## config.mk

```make
export PLATFORM = sky130hd
export DESIGN_NAME = pcpi_modq_engine_flat
export DESIGN_NICKNAME = d
export VERILOG_FILES = /design/src/rtl/pcpi_modq_engine_if.sv /design/src/rtl/pcpi_modq_engine.sv /design/src/flat_wrapper.sv
export SDC_FILE = /design/constraint.sdc
export NUM_CORES = 1
export LEC_CHECK = 0
export ABC_AREA = 1
export CORE_AREA = 5 5 147 149
export CTS_CLUSTER_DIAMETER = 120
export DETAILED_ROUTE_END_ITERATION = 16
export DIE_AREA = 0 0 152 154
export PLACE_DENSITY_LB_ADDON = 0.08
export SYNTH_ARGS = -nofsm -noshare
export SYNTH_HDL_FRONTEND = slang
export SYNTH_SLANG_ARGS = --single-unit
export TNS_END_PERCENT = 5
```

## constraint.sdc

```tcl
create_clock -name clk -period 5.4 [get_ports clk]
set_clock_uncertainty 0.15 [all_clocks]
set_input_delay 1.35 -clock clk [delete_from_list [all_inputs] [get_ports clk]]
set_output_delay 1.35 -clock clk [all_outputs]
set_load 0.01 [all_outputs]
```

## src/rtl/pcpi_modq_engine_if.sv

```systemverilog
// PCPI bus bundle between the core (master) and a coprocessor (slave).
interface pcpi_modq_engine_if #(
   parameter int unsigned XLEN = 32
);
   logic            pcpi_valid;
   logic [31:0]     pcpi_insn;
   logic [XLEN-1:0] pcpi_rs1;
   logic [XLEN-1:0] pcpi_rs2;
   logic            pcpi_wr;
   logic [XLEN-1:0] pcpi_rd;
   logic            pcpi_busy;
   logic            pcpi_ready;

   modport master (
      output pcpi_valid, pcpi_insn, pcpi_rs1, pcpi_rs2,
      input  pcpi_wr, pcpi_rd, pcpi_busy, pcpi_ready
   );

   modport slave (
      input  pcpi_valid, pcpi_insn, pcpi_rs1, pcpi_rs2,
      output pcpi_wr, pcpi_rd, pcpi_busy, pcpi_ready
   );
endinterface

```

## src/rtl/pcpi_modq_engine.sv

```systemverilog
// Modular-arithmetic PCPI coprocessor: ADDMOD, SUBMOD, MODQ and sequential MULMOD
// against a fixed modulus Q, using bit-serial restoring reduction.
module pcpi_modq_engine #(
   parameter int unsigned XLEN    = 32,
   parameter int unsigned Q_WIDTH = 14,
   parameter int unsigned Q       = 3329,
   parameter logic [6:0]  OPCODE  = 7'b0001011,
   parameter logic [6:0]  FUNC7   = 7'b0000000
) (
   input logic               clk,
   input logic               reset,
   pcpi_modq_engine_if.slave pcpi
);
   localparam int unsigned CW      = (XLEN > 1) ? $clog2(XLEN) : 1;
   localparam int unsigned RW      = Q_WIDTH + 1;
   localparam logic [RW-1:0] QV    = RW'(Q);
   localparam logic [CW-1:0] CNT_TOP = CW'(XLEN - 1);

   typedef enum logic [1:0] {IDLE, REDUCE, MULT, DONE} state_t;

   state_t              state, state_n;
   logic [CW-1:0]       cnt, cnt_n;
   logic [RW-1:0]       r, r_n;
   logic [Q_WIDTH-1:0]  a, a_n;
   logic [Q_WIDTH-1:0]  result, result_n;
   logic [XLEN-1:0]     x, x_n;
   logic [XLEN-1:0]     y, y_n;
   logic                is_mul, is_mul_n;

   logic                busy_q, ready_q, wr_q;
   logic [XLEN-1:0]     rd_q;

   logic [6:0]          opcode_c, func7_c;
   logic [2:0]          func3_c;
   logic                claimed_c;
   logic                unused_insn_c;

   logic [RW-1:0]       add_s_c, add_res_c, sub_d_c, sub_res_c;
   logic [RW-1:0]       red_r_c, mul_u_c, mul_v_c;

   function automatic logic [RW-1:0] cond_sub(input logic [RW-1:0] t);
      return (t >= QV) ? t - QV : t;
   endfunction

   // Instruction decode
   always_comb begin
      opcode_c      = pcpi.pcpi_insn[6:0];
      func3_c       = pcpi.pcpi_insn[14:12];
      func7_c       = pcpi.pcpi_insn[31:25];
      claimed_c     = (opcode_c == OPCODE) && (func7_c == FUNC7) && !func3_c[2];
      unused_insn_c = ^{pcpi.pcpi_insn[24:15], pcpi.pcpi_insn[11:7]};
   end

   // Datapath: single-step add/sub and one reduction / multiply step per cycle
   always_comb begin
      add_s_c   = {1'b0, pcpi.pcpi_rs1[Q_WIDTH-1:0]} + {1'b0, pcpi.pcpi_rs2[Q_WIDTH-1:0]};
      add_res_c = cond_sub(add_s_c);
      sub_d_c   = {1'b0, pcpi.pcpi_rs1[Q_WIDTH-1:0]} - {1'b0, pcpi.pcpi_rs2[Q_WIDTH-1:0]};
      sub_res_c = sub_d_c[Q_WIDTH] ? sub_d_c + QV : sub_d_c;
      red_r_c   = cond_sub({r[Q_WIDTH-1:0], x[cnt]});
      mul_u_c   = cond_sub({r[Q_WIDTH-1:0], 1'b0});
      mul_v_c   = cond_sub(mul_u_c + (y[cnt] ? {1'b0, a} : RW'(0)));
   end

   // Next-state logic
   always_comb begin
      state_n  = state;
      cnt_n    = cnt;
      r_n      = r;
      a_n      = a;
      result_n = result;
      x_n      = x;
      y_n      = y;
      is_mul_n = is_mul;
      case (state)
         IDLE: begin
            if (pcpi.pcpi_valid && claimed_c) begin
               cnt_n = CNT_TOP;
               case (func3_c[1:0])
                  2'b00: begin
                     result_n = add_res_c[Q_WIDTH-1:0];
                     state_n  = DONE;
                  end
                  2'b01: begin
                     result_n = sub_res_c[Q_WIDTH-1:0];
                     state_n  = DONE;
                  end
                  2'b10: begin
                     x_n      = pcpi.pcpi_rs1;
                     r_n      = '0;
                     is_mul_n = 1'b0;
                     state_n  = REDUCE;
                  end
                  default: begin
                     x_n      = pcpi.pcpi_rs1;
                     y_n      = pcpi.pcpi_rs2;
                     r_n      = '0;
                     is_mul_n = 1'b1;
                     state_n  = REDUCE;
                  end
               endcase
            end
         end
         REDUCE: begin
            if (!pcpi.pcpi_valid) begin
               state_n = IDLE;
            end else if (cnt == '0) begin
               if (is_mul) begin
                  a_n     = red_r_c[Q_WIDTH-1:0];
                  r_n     = '0;
                  cnt_n   = CNT_TOP;
                  state_n = MULT;
               end else begin
                  r_n      = red_r_c;
                  result_n = red_r_c[Q_WIDTH-1:0];
                  state_n  = DONE;
               end
            end else begin
               r_n   = red_r_c;
               cnt_n = cnt - CW'(1);
            end
         end
         MULT: begin
            if (!pcpi.pcpi_valid) begin
               state_n = IDLE;
            end else begin
               r_n = mul_v_c;
               if (cnt == '0) begin
                  result_n = mul_v_c[Q_WIDTH-1:0];
                  state_n  = DONE;
               end else begin
                  cnt_n = cnt - CW'(1);
               end
            end
         end
         default: state_n = IDLE;
      endcase
   end

   // State and registered outputs
   always_ff @(posedge clk) begin
      if (reset) begin
         state   <= IDLE;
         cnt     <= '0;
         r       <= '0;
         a       <= '0;
         result  <= '0;
         x       <= '0;
         y       <= '0;
         is_mul  <= 1'b0;
         busy_q  <= 1'b0;
         ready_q <= 1'b0;
         wr_q    <= 1'b0;
         rd_q    <= '0;
      end else begin
         state   <= state_n;
         cnt     <= cnt_n;
         r       <= r_n;
         a       <= a_n;
         result  <= result_n;
         x       <= x_n;
         y       <= y_n;
         is_mul  <= is_mul_n;
         busy_q  <= (state_n == REDUCE) || (state_n == MULT);
         ready_q <= (state_n == DONE);
         wr_q    <= (state_n == DONE);
         rd_q    <= (state_n == DONE) ? XLEN'(result_n) : '0;
      end
   end

   assign pcpi.pcpi_busy  = busy_q;
   assign pcpi.pcpi_ready = ready_q;
   assign pcpi.pcpi_wr    = wr_q;
   assign pcpi.pcpi_rd    = rd_q;
endmodule
```

## src/flat_wrapper.sv

```systemverilog
// flat-port wrapper written by rule: the top's interface ports become plain ports
module pcpi_modq_engine_flat 
#(
   parameter int unsigned XLEN    = 32,
   parameter int unsigned Q_WIDTH = 14,
   parameter int unsigned Q       = 3329,
   parameter logic [6:0]  OPCODE  = 7'b0001011,
   parameter logic [6:0]  FUNC7   = 7'b0000000
)
  (clk, reset, pcpi_pcpi_valid, pcpi_pcpi_insn, pcpi_pcpi_rs1, pcpi_pcpi_rs2, pcpi_pcpi_wr, pcpi_pcpi_rd, pcpi_pcpi_busy, pcpi_pcpi_ready);
  pcpi_modq_engine_if #(.XLEN(XLEN)) pcpi_i ();
  input logic clk;
  input logic reset;
  input wire logic [$bits(pcpi_i.pcpi_valid)-1:0] pcpi_pcpi_valid;
  input wire logic [$bits(pcpi_i.pcpi_insn)-1:0] pcpi_pcpi_insn;
  input wire logic [$bits(pcpi_i.pcpi_rs1)-1:0] pcpi_pcpi_rs1;
  input wire logic [$bits(pcpi_i.pcpi_rs2)-1:0] pcpi_pcpi_rs2;
  output wire logic [$bits(pcpi_i.pcpi_wr)-1:0] pcpi_pcpi_wr;
  output wire logic [$bits(pcpi_i.pcpi_rd)-1:0] pcpi_pcpi_rd;
  output wire logic [$bits(pcpi_i.pcpi_busy)-1:0] pcpi_pcpi_busy;
  output wire logic [$bits(pcpi_i.pcpi_ready)-1:0] pcpi_pcpi_ready;
  assign pcpi_i.pcpi_valid = pcpi_pcpi_valid;
  assign pcpi_i.pcpi_insn = pcpi_pcpi_insn;
  assign pcpi_i.pcpi_rs1 = pcpi_pcpi_rs1;
  assign pcpi_i.pcpi_rs2 = pcpi_pcpi_rs2;
  assign pcpi_pcpi_wr = pcpi_i.pcpi_wr;
  assign pcpi_pcpi_rd = pcpi_i.pcpi_rd;
  assign pcpi_pcpi_busy = pcpi_i.pcpi_busy;
  assign pcpi_pcpi_ready = pcpi_i.pcpi_ready;
  pcpi_modq_engine #(.XLEN(XLEN), .Q_WIDTH(Q_WIDTH), .Q(Q), .OPCODE(OPCODE), .FUNC7(FUNC7)) u_core (.clk(clk), .reset(reset), .pcpi(pcpi_i));
endmodule
```

# Word-level counts from Yosys, hierarchy flattened
# Cells that the tools add are included.
[totals]
register_bits = 148
inputBits = 99
output_inout_bits = 35
wordCells = 102
[classes]
addsub = 9
order_cmp = 5
n_eq_ne = 14
n_mux = 41
bitwise_logic = 3
reduce_logical = 18
[ops]
columns = ["op", "n"]
rows = [
  ["14-bit two-way mux", 17],
  ["14-bit case mux with 3 select lines", 2],
  ["15-bit by 12-bit >= comparator with 1-bit output, second input constant", 4],
  ["14-bit by 12-bit subtractor with 14-bit output, second input constant", 3],
  ["5-bit two-way mux", 6],
  ["14-bit case mux with 2 select lines", 1],
  ["14-bit by 14-bit adder with 15-bit output", 1],
  ["15-bit by 14-bit adder with 15-bit output", 1],
  ["15-bit two-way mux", 1],
  ["5-bit case mux with 3 select lines", 1],
  ["14-bit by 14-bit subtractor with 15-bit output", 1],
  ["15-bit by 12-bit subtractor with 15-bit output, second input constant", 1],
  ["14-bit by 12-bit adder with 14-bit output, second input constant", 1],
  ["2-bit two-way mux", 6],
  ["1-bit binary-select mux with 5-bit select", 2],
  ["2-bit == test, second input constant", 4],
  ["2-bit != test, second input constant", 4],
  ["7-bit by 4-bit == test with 1-bit output, second input constant", 1],
  ["7-bit zero test", 1],
  ["2-bit by 1-bit == test with 1-bit output, second input constant", 3],
  ["5-bit by 6-bit < comparator with 1-bit output, second input constant", 1],
  ["2-bit case mux with 3 select lines", 1],
  ["3-bit AND reduction", 2],
  ["6-bit AND reduction", 1],
  ["16 further kinds", 24],
]

# Longest topological paths before layout
# Gate-level depths: netlist of the first run.
[logic_depth]
ltp_word = 9
ltp_mapped = 37
ltp_nobuf = 36

# Worst setup path after synthesis of the first run
# No wires, ideal clock.
[synth_path]
path_kind = "flip-flop to flip-flop"
startpoint = "reg u_core.cnt[0]"
endpoint = "reg u_core.result[6]"
setup_ns = 0.128
arrival_time_ns = 3.994
t_required_ns = 5.122
setup_slack_ns = 1.129
stages_incl_launch_ff = 33
path_buffers = 5
synth_period_minus_slack_ns = 4.271
cell_sequence = "dfxtp_1 > buf_4 > inv_2 > buf_6 > buf_2 > buf_1 > o21ai_0 > o221ai_1 > nand3_1 > nand4_1 > o21ai_0 > nor2_1 > ha_1 > fa_1 > inv_1 > nand2_1 > nor2_1 > nand3_1 > nor2_1 > nand3_1 > nand2_1 > nand2_1 > nand2_1 > nand3_4 > buf_6 > o211ai_2 > nand2_1 > nand2_1 > nand2_1 > nand2_1 > nand3_1 > nand2_1 > nor2_1"
[synth_via]
elab_chain_len = 9
word_cells_on_any_way = 19
cone_classes = "3 x add/sub; 2 x order compare; 13 x mux; 1 x reduce/logical"
[synth_rtl]
columns = ["item", "line", "text"]
rows = [
  ["from (decl)", "pcpi_modq_engine.sv:22", "logic [CW-1:0] cnt, cnt_n;"],
  ["from (signal assigned)", "pcpi_modq_engine.sv:157", "cnt <= cnt_n;"],
  ["1-bit binary-select mux with 5-bit select", "pcpi_modq_engine.sv:62", "mul_v_c = cond_sub(mul_u_c + (y[cnt] ? {1'b0, a} : RW'(0)));"],
  ["1-bit two-way mux (not written as such)", "pcpi_modq_engine.sv:62", ""],
  ["14-bit two-way mux", "pcpi_modq_engine.sv:62", ""],
  ["15-bit by 14-bit adder with 15-bit output", "pcpi_modq_engine.sv:62", ""],
  ["14-bit by 12-bit subtractor with 14-bit output or 15-bit by 12-bit >= comparator with 1-bit output (tied branches)", "pcpi_modq_engine.sv:42", "return (t >= QV) ? t - QV : t;"],
  ["14-bit two-way mux", "pcpi_modq_engine.sv:42", ""],
  ["14-bit two-way mux", "pcpi_modq_engine.sv:128", "if (cnt == '0) begin"],
  ["14-bit two-way mux", "pcpi_modq_engine.sv:124", "if (!pcpi.pcpi_valid) begin"],
  ["14-bit case mux with 3 select lines *", "pcpi_modq_engine.sv:75", "case (state)"],
  ["to (signal assigned)", "pcpi_modq_engine.sv:160", "result <= result_n;"],
  ["to (decl)", "pcpi_modq_engine.sv:25", "logic [Q_WIDTH-1:0] result, result_n;"],
]
# Every way passes the cells marked *; elsewhere a longest branch is shown, timed or not. The select of a mux whose other input is x is not followed.
# A chain may end at the register's enable or synchronous reset.

# Worst setup path in the final report of the first run
[layout_path]
startpoint = "reg u_core.cnt[0]"
endpoint = "reg u_core.result[13]"
# The elaborated chain is that of the path after synthesis.

==> run_results.csv, run 1 <==
group,metric,value,unit
outcome,outcome,"completed",
route,wl,33800,microns
die,die_h,154,microns
setup_path,r2r_slack,0.52,ns
setup_path,worst_path_largest_cell_delay,0.48,ns
clock_tree,root_buffer,"clkbuf_16",
yosys,syn_area,0.0114,sq mm
route,vias,12286,
timing,setup_slack,0.525,ns
clock_tree,cts.clk_slew.worst_paths,0.07,ns
global_routing,grt.overflow.total,0,
placed_design,port_buffers,100,
global_routing,grt_pass1_wl,54400,microns
clock_tree,cts_tree,"yes",
yosys,yosys.area.top_type,"dfxtp_1",
placed_design,place_area,0.0125,sq mm
layout,final_common_cell,"nand2_1",
timing,tightest_slew,1.07,ns
route,ant_nets,0,
power,p_leak,6.28,nW
yosys,synth_xor_area_share,2.60,%
yosys,ys_ff_latch,130,
setup_path,critical_path.startpoint,"u_core.cnt[0]",
route,via_per_inst,5.37,
setup_path,cp-start-kind,"flop",
route,first_pass_iters,6,
global_routing,grt_antenna_before_repair,0,
placed_design,dpl_worst_slack,0.325,ns
power,power.density,201,mW/mm^2
placed_design,dp_cells,2257,
setup_path,crit_path_max_fanout,24,
hold_path,min_to,"u_core.x[28]",
global_routing,track_usage,27.6,%
yosys,synth_top_area_share,22.7,%
yosys,syn_avg_cell_area,5.89,sq um
timing,drv_slew,0,
layout,diodes,0,
yosys,synth-edff-count,0,
timing,hold_viol_final,0,
clock_tree,holdBufCountCts,0,
yosys,synth_seq_area_share,22.7,%
die,initial_utilization,57.1,%
yosys,synthMuxAreaShare,0,%
placed_design,gp_congestion,0.922,
timing,rsz0062_at_grt,"no",
setup_path,cp-end-kind,"flop",
layout,fin_nets,2165,
timing,slew_headroom,28.2,%
layout,area_delta_synth_final,14.3,%
yosys,synth-simple-area-share,37.4,%
setup_path,cp.required,5.53,ns
yosys,async_flop_share,0,%
layout,drive_above_1_share,5.79,%
timing,hold_ws,0.319,ns
clock_tree,clock_path_buffers,2,
yosys,synth_top_family_by_area,"simple AND/OR/NAND/NOR gates",
timing,period_needed,4.88,ns
clock_tree,cts_made_buffers,17,
yosys,synth_area_leaders,"dfxtp_1 (23%), nand2_1 (17%), inv_1 (9.1%)",
die,rows,52,
timing,setup_viol,0,
route,drt_iter0_drc,879,
route,route.detailed.drc,0,
layout,seqCellArea,0.00260,sq mm
placed_design,dp_hpwl,26500,microns
clock_tree,clk_latency,0.43,ns
hold_path,min_path_type,"flop to flop",
setup_path,worstReg2RegEnd,"u_core.result[13]",
die,die_x,152,microns
yosys,synthFlopType,"dfxtp_1",
power,irDropWorstVdd,0.238,mV
route,wl_per_cell,14.8,microns
layout,fin_util,65.3,%
yosys,yosysWarnings,0,
hold_path,whs_path_depth,2,
setup_path,arrival,5.00,ns
timing,final.period_utilization,90.3,%
yosys,synthAdderAreaFrac,6.75,%
power,post-layout-total-power,2.63,mW
timing,fmax,205,MHz
setup_path,path_common_cell,"nand2_1",
global_routing,grt_pass1_vias,11303,
global_routing,grt_max_degree,71,
yosys,synth_compound_area_share,16.5,%
clock_tree,cts_sinks,130,
flow_run,maxCapViolCount,0,
timing,setup_tns,0,ns
setup_path,worst_path_max_delay_cell,"dfxtp_1",
setup_path,critical_path_class,"flop to flop",
clock_tree,cts_max_level,4,
yosys,syn_inst,1942,
die,design.core.area,0.0200,sq mm
hold_path,min_from,"u_core.x[28]",
die,boundaryPins,134,
setup_path,rr_startpoint,"u_core.cnt[0]",
clock_tree,cts_setup_buffers,0,
setup_path,r2r_cells,31,
layout,fin_area,0.0131,sq mm
layout,multi_input_area,0.00731,sq mm
yosys,yosysUniqueCellTypes,49,
die,die_area,0.0234,sq mm
layout,finalNonFillerCells,2289,
layout,fill_cells,2027,
layout,mostFrequentLayoutCells,"nand2_1 (512), inv_1 (278), nor2_1 (237)",
==> cell type report <==
type	instances	share of cell area (%)
flip-flops and latches	130	19.9
inverters	298	8.55
clock buffers	17	3.25
clock inverters	15	1.43
multi-input cells	1446	55.9
well taps	270	2.58
repair buffers	113	8.36
==> Yosys cell counts, types with 3 or more instances <==
library cell	count
a211oi_1	38
a21oi_1	111
a21oi_2	3
a31oi_1	9
and2_1	4
buf_1	3
buf_2	14
buf_4	24
buf_6	7
clkbuf_1	36
clkinv_1	4
dfxtp_1	130
fa_1	3
ha_1	57
inv_1	278
inv_2	16
nand2_1	512
nand2_2	21
nand3_1	149
nand3_2	4
nand3b_1	5
nand4_1	37
nor2_1	237
nor2_2	12
nor2_4	3
nor3_1	8
o211ai_1	17
o21ai_0	117
o21ai_1	11
o21bai_1	7
o221ai_1	6
o22ai_1	6
xor2_1	32
==> logic make-up (layout without fill, tap and decap cells) <==
family | Yosys count | after routing
other | 1 | 18
AO/OA/AOI/OAI | 331 | 331
XOR/XNOR | 34 | 34
buffers and inverters | 383 | 443
AND/OR/NAND/NOR | 1003 | 1003
adder cells (fa/ha/maj) | 60 | 60
flip-flops | 130 | 130
==> where the power goes <==
part | switching (mW) | internal [mW] | total (mW)
Clock | 0.543 | 0.628 | 1.17
Sequential | 0.000372 | 0.958 | 0.959
Combinational | 0.315 | 0.180 | 0.496
==> how the worst max path moves through the flow <==
stage	end	slack [ns]	cells past startpoint
2_1_floorplan	u_core.result[6]	1.13	32
3_3_place_gp	u_core.result[13]	0.38	22
3_5_place_dp	u_core.result[13]	0.33	23
4_1_cts	u_core.result[7]	0.43	29
5_1_grt	u_core.result[7]	0.05	29
6_report	u_core.result[13]	0.52	31
==> routing by layer <==
metal	global-route usage, %	routed length (microns)
met1	34.2	14400
met2	49.4	16800
met3	2.98	1510
met4	10.2	1110
met5	0	0
==> flip-flops by register name, indices dropped and copies added (netlist names), 2 cells and up <==
| name | flops |
|---|---|
| u_core.a | 14 |
| u_core.cnt | 5 |
| u_core.pcpi.pcpi_rd | 14 |
| u_core.r | 14 |
| u_core.result | 14 |
| u_core.state | 2 |
| u_core.x | 32 |
| u_core.y | 32 |
==> critical path: cells and delay by family (launching register included) <==
kind                       cells  cell delay (ns)
AOI/OAI and AO/OA              3             0.67
adders and majority gates      1             0.39
buffers and inverters          3             0.57
DFF                            1             0.48
and+or+nand+nor               24             2.47
==> what timing repair did <==
action	in CTS	in global routing
setup endpoints to repair	0	14
hold endpoints to repair	0	0
resized for setup	0	1
(Power assumes the default switching activity.)
==> inputs of run 2 (changes only) <==
--- a/config.mk
+++ b/config.mk
@@ -10,8 +10,9 @@
 export CTS_CLUSTER_DIAMETER = 120
 export DETAILED_ROUTE_END_ITERATION = 16
 export DIE_AREA = 0 0 152 154
+export HOLD_SLACK_MARGIN = 0.02
 export PLACE_DENSITY_LB_ADDON = 0.08
 export SYNTH_ARGS = -nofsm -noshare
 export SYNTH_HDL_FRONTEND = slang
 export SYNTH_SLANG_ARGS = --single-unit
-export TNS_END_PERCENT = 5
+export TNS_END_PERCENT = 50
==> results of run 2 <==
The final DEF is identical to that of run 1; final timing and power are the same.
==> inputs of run 3 (changes only) <==
--- a/config.mk
+++ b/config.mk
@@ -6,12 +6,15 @@
 export NUM_CORES = 1
 export LEC_CHECK = 0
 export ABC_AREA = 1
-export CORE_AREA = 5 5 147 149
+export CELL_PAD_IN_SITES_DETAIL_PLACEMENT = 1
+export CELL_PAD_IN_SITES_GLOBAL_PLACEMENT = 1
+export CORE_AREA = 2 2 173 175
 export CTS_CLUSTER_DIAMETER = 120
 export DETAILED_ROUTE_END_ITERATION = 16
-export DIE_AREA = 0 0 152 154
+export DIE_AREA = 0 0 175 177
 export HOLD_SLACK_MARGIN = 0.02
 export PLACE_DENSITY_LB_ADDON = 0.08
+export REMOVE_ABC_BUFFERS = 1
 export SYNTH_ARGS = -nofsm -noshare
 export SYNTH_HDL_FRONTEND = slang
 export SYNTH_SLANG_ARGS = --single-unit
==> run 3 against run 2 <==
Non-clock buffer count is 10 higher. First-iteration DRC count fell by 15%. Design area increased by 1.6%. Critical path depth shrank 3. Highest routed layer unchanged. Wire length up 21%. Register-to-register slack got worse by 0.10 ns. Global-route usage shrank 0.95 points. Core utilization shrank 20 points.
==> run_results.csv, run 3 (synthesis results as in run 1) <==
group,metric,value,unit
setup_path,critical_path_class,"flop to flop",
die,die_x,175,microns
timing,slew_headroom,26.5,%
clock_tree,cts_tree,"yes",
power,p_sw_share,31.4,%
flow_run,maxCapViolCount,0,
setup_path,worst_path_max_delay_cell,"dfxtp_1",
power,p_leak,6.31,nW
power,comb_power_share,19.9,%
clock_tree,clk_latency,0.43,ns
power,p_seq_share,36.4,%
route,route.detailed.drc,0,
timing,final.period_utilization,92.2,%
route,ant_nets,0,
clock_tree,cts.clk_slew.worst_paths,0.06,ns
global_routing,grt_max_degree,71,
timing,drv_slew,0,
hold_path,min_path_type,"flop to flop",
layout,largestRegisters,"u_core.x x32, u_core.y x32",
setup_path,crit_path_max_fanout,17,
power,power_frac_clock,43.8,%
die,die_area,0.0310,sq mm
clock_tree,holdBufCountCts,0,
global_routing,grt.overflow.total,0,
clock_tree,cts_made_buffers,17,
setup_path,critical_path.startpoint,"u_core.r[11]",
global_routing,grt_antenna_before_repair,0,
timing,hold_viol_final,0,
setup_path,rr_startpoint,"u_core.r[11]",
placed_design,dp_hpwl,32400,microns
clock_tree,clock_path_buffers,2,
setup_path,cp-start-kind,"flop",
outcome,outcome,"completed",
placed_design,port_buffers,100,
die,initial_utilization,39.1,%
layout,finalNonFillerCells,2419,
route,wl,41000,microns
layout,drive_above_1_share,6.46,%
layout,final_common_cell,"nand2_1",
layout,area_delta_synth_final,16.0,%
layout,mostFrequentLayoutCells,"nand2_1 (512), inv_1 (276), nor2_1 (236)",
timing,fmax,201,MHz
timing,hold_ws,0.316,ns
timing,tightest_slew,1.10,ns
die,boundaryPins,134,
die,design.core.area,0.0292,sq mm
hold_path,min_from,"u_core.x[25]",
power,p_int,1.81,mW
die,die_h,177,microns
setup_path,worst_path_largest_cell_delay,0.40,ns
clock_tree,root_buffer,"clkbuf_16",
global_routing,grt_pass1_wl,66000,microns
route,wl_per_cell,16.9,microns
clock_tree,cts_sinks,130,
clock_tree,ctsResizeCount,0,
placed_design,place_area,0.0127,sq mm
route,vias,12518,
setup_path,cp-end-kind,"flop",
global_routing,track_usage,26.7,%
power,post-layout-total-power,2.64,mW
power,p_switching,0.829,mW
power,irDropWorstVdd,0.216,mV
power,power.density,199,mW/mm^2
die,rows,63,
route,first_pass_iters,5,
timing,rsz0062_at_grt,"no",
placed_design,dp_cells,2387,
clock_tree,cts_setup_buffers,0,
clock_tree,cts_max_level,4,
setup_path,cp.required,5.61,ns
setup_path,path_common_cell,"nand2_1",
layout,diodes,0,
timing,setup_viol,0,
placed_design,gp_congestion,0.865,
timing,period_needed,4.98,ns
setup_path,arrival,5.19,ns
layout,fin_area,0.0133,sq mm
placed_design,dpl_worst_slack,0.250,ns
global_routing,grt_pass1_vias,12561,
timing,setup_slack,0.424,ns
layout,fin_util,45.4,%
layout,fin_nets,2175,
route,via_per_inst,5.17,
route,drt_iter0_drc,744,
timing,setup_tns,0,ns
==> run 3: cell count changes in the layout (fill, tap and decap cells not counted), moves of 2 or more <==
cell	change
inv_1	-2
inv_8	-3
clkinvlp_4	+4
buf_4	+10
clkbuf_8	+2
clkinv_8	-6
inv_2	+2
==> run 3: power groups by stage <==
stage	Combinational, mW	Sequential (mW)	Clock [mW]
4_1_cts	0.525	0.959	1.17
3_5_place_dp	0.521	0.981	0
6_report	0.525	0.959	1.16
3_3_place_gp	0.511	0.981	0
5_1_grt	0.589	0.959	1.21
2_1_floorplan	0.321	0.981	0
==> run 3: path summary, 6_finish.rpt <==
check,endpoint,slack [ns],cells after the start
max,u_core.pcpi.pcpi_rd[2],0.42,28
min,u_core.x[25],0.32,2
max reg2reg,u_core.pcpi.pcpi_rd[2],0.42,28
min reg2reg,u_core.x[25],0.32,2
==> run 3: area by class of cell <==
cell class	instances	area, sq um
fill	4009	16000
timing repair buffer	123	1170
clock buffer	20	457
clock inverter	12	120
multi-input combinational	1446	7330
sequential	130	2600
tap	390	488
inverter	298	1120
==> run 3: worst max-delay path: cells and delay by family (launching register included) <==
kind	cells	cell delay, ns
flops	1	0.40
simple gates	21	3.01
buf+inv	3	0.41
fa+ha+maj	1	0.40
compound gates	2	0.36
xor+xnor	1	0.16
==> run 3: layer usage <==
layer  up-vias  track usage (%)  wire length [microns]
met5         -                0                      0
met4         0             6.22                    753
met3        37             3.87                   1610
met2       228             42.4                  17700
met1      5915             38.0                  20900
li1       6338                -                      -
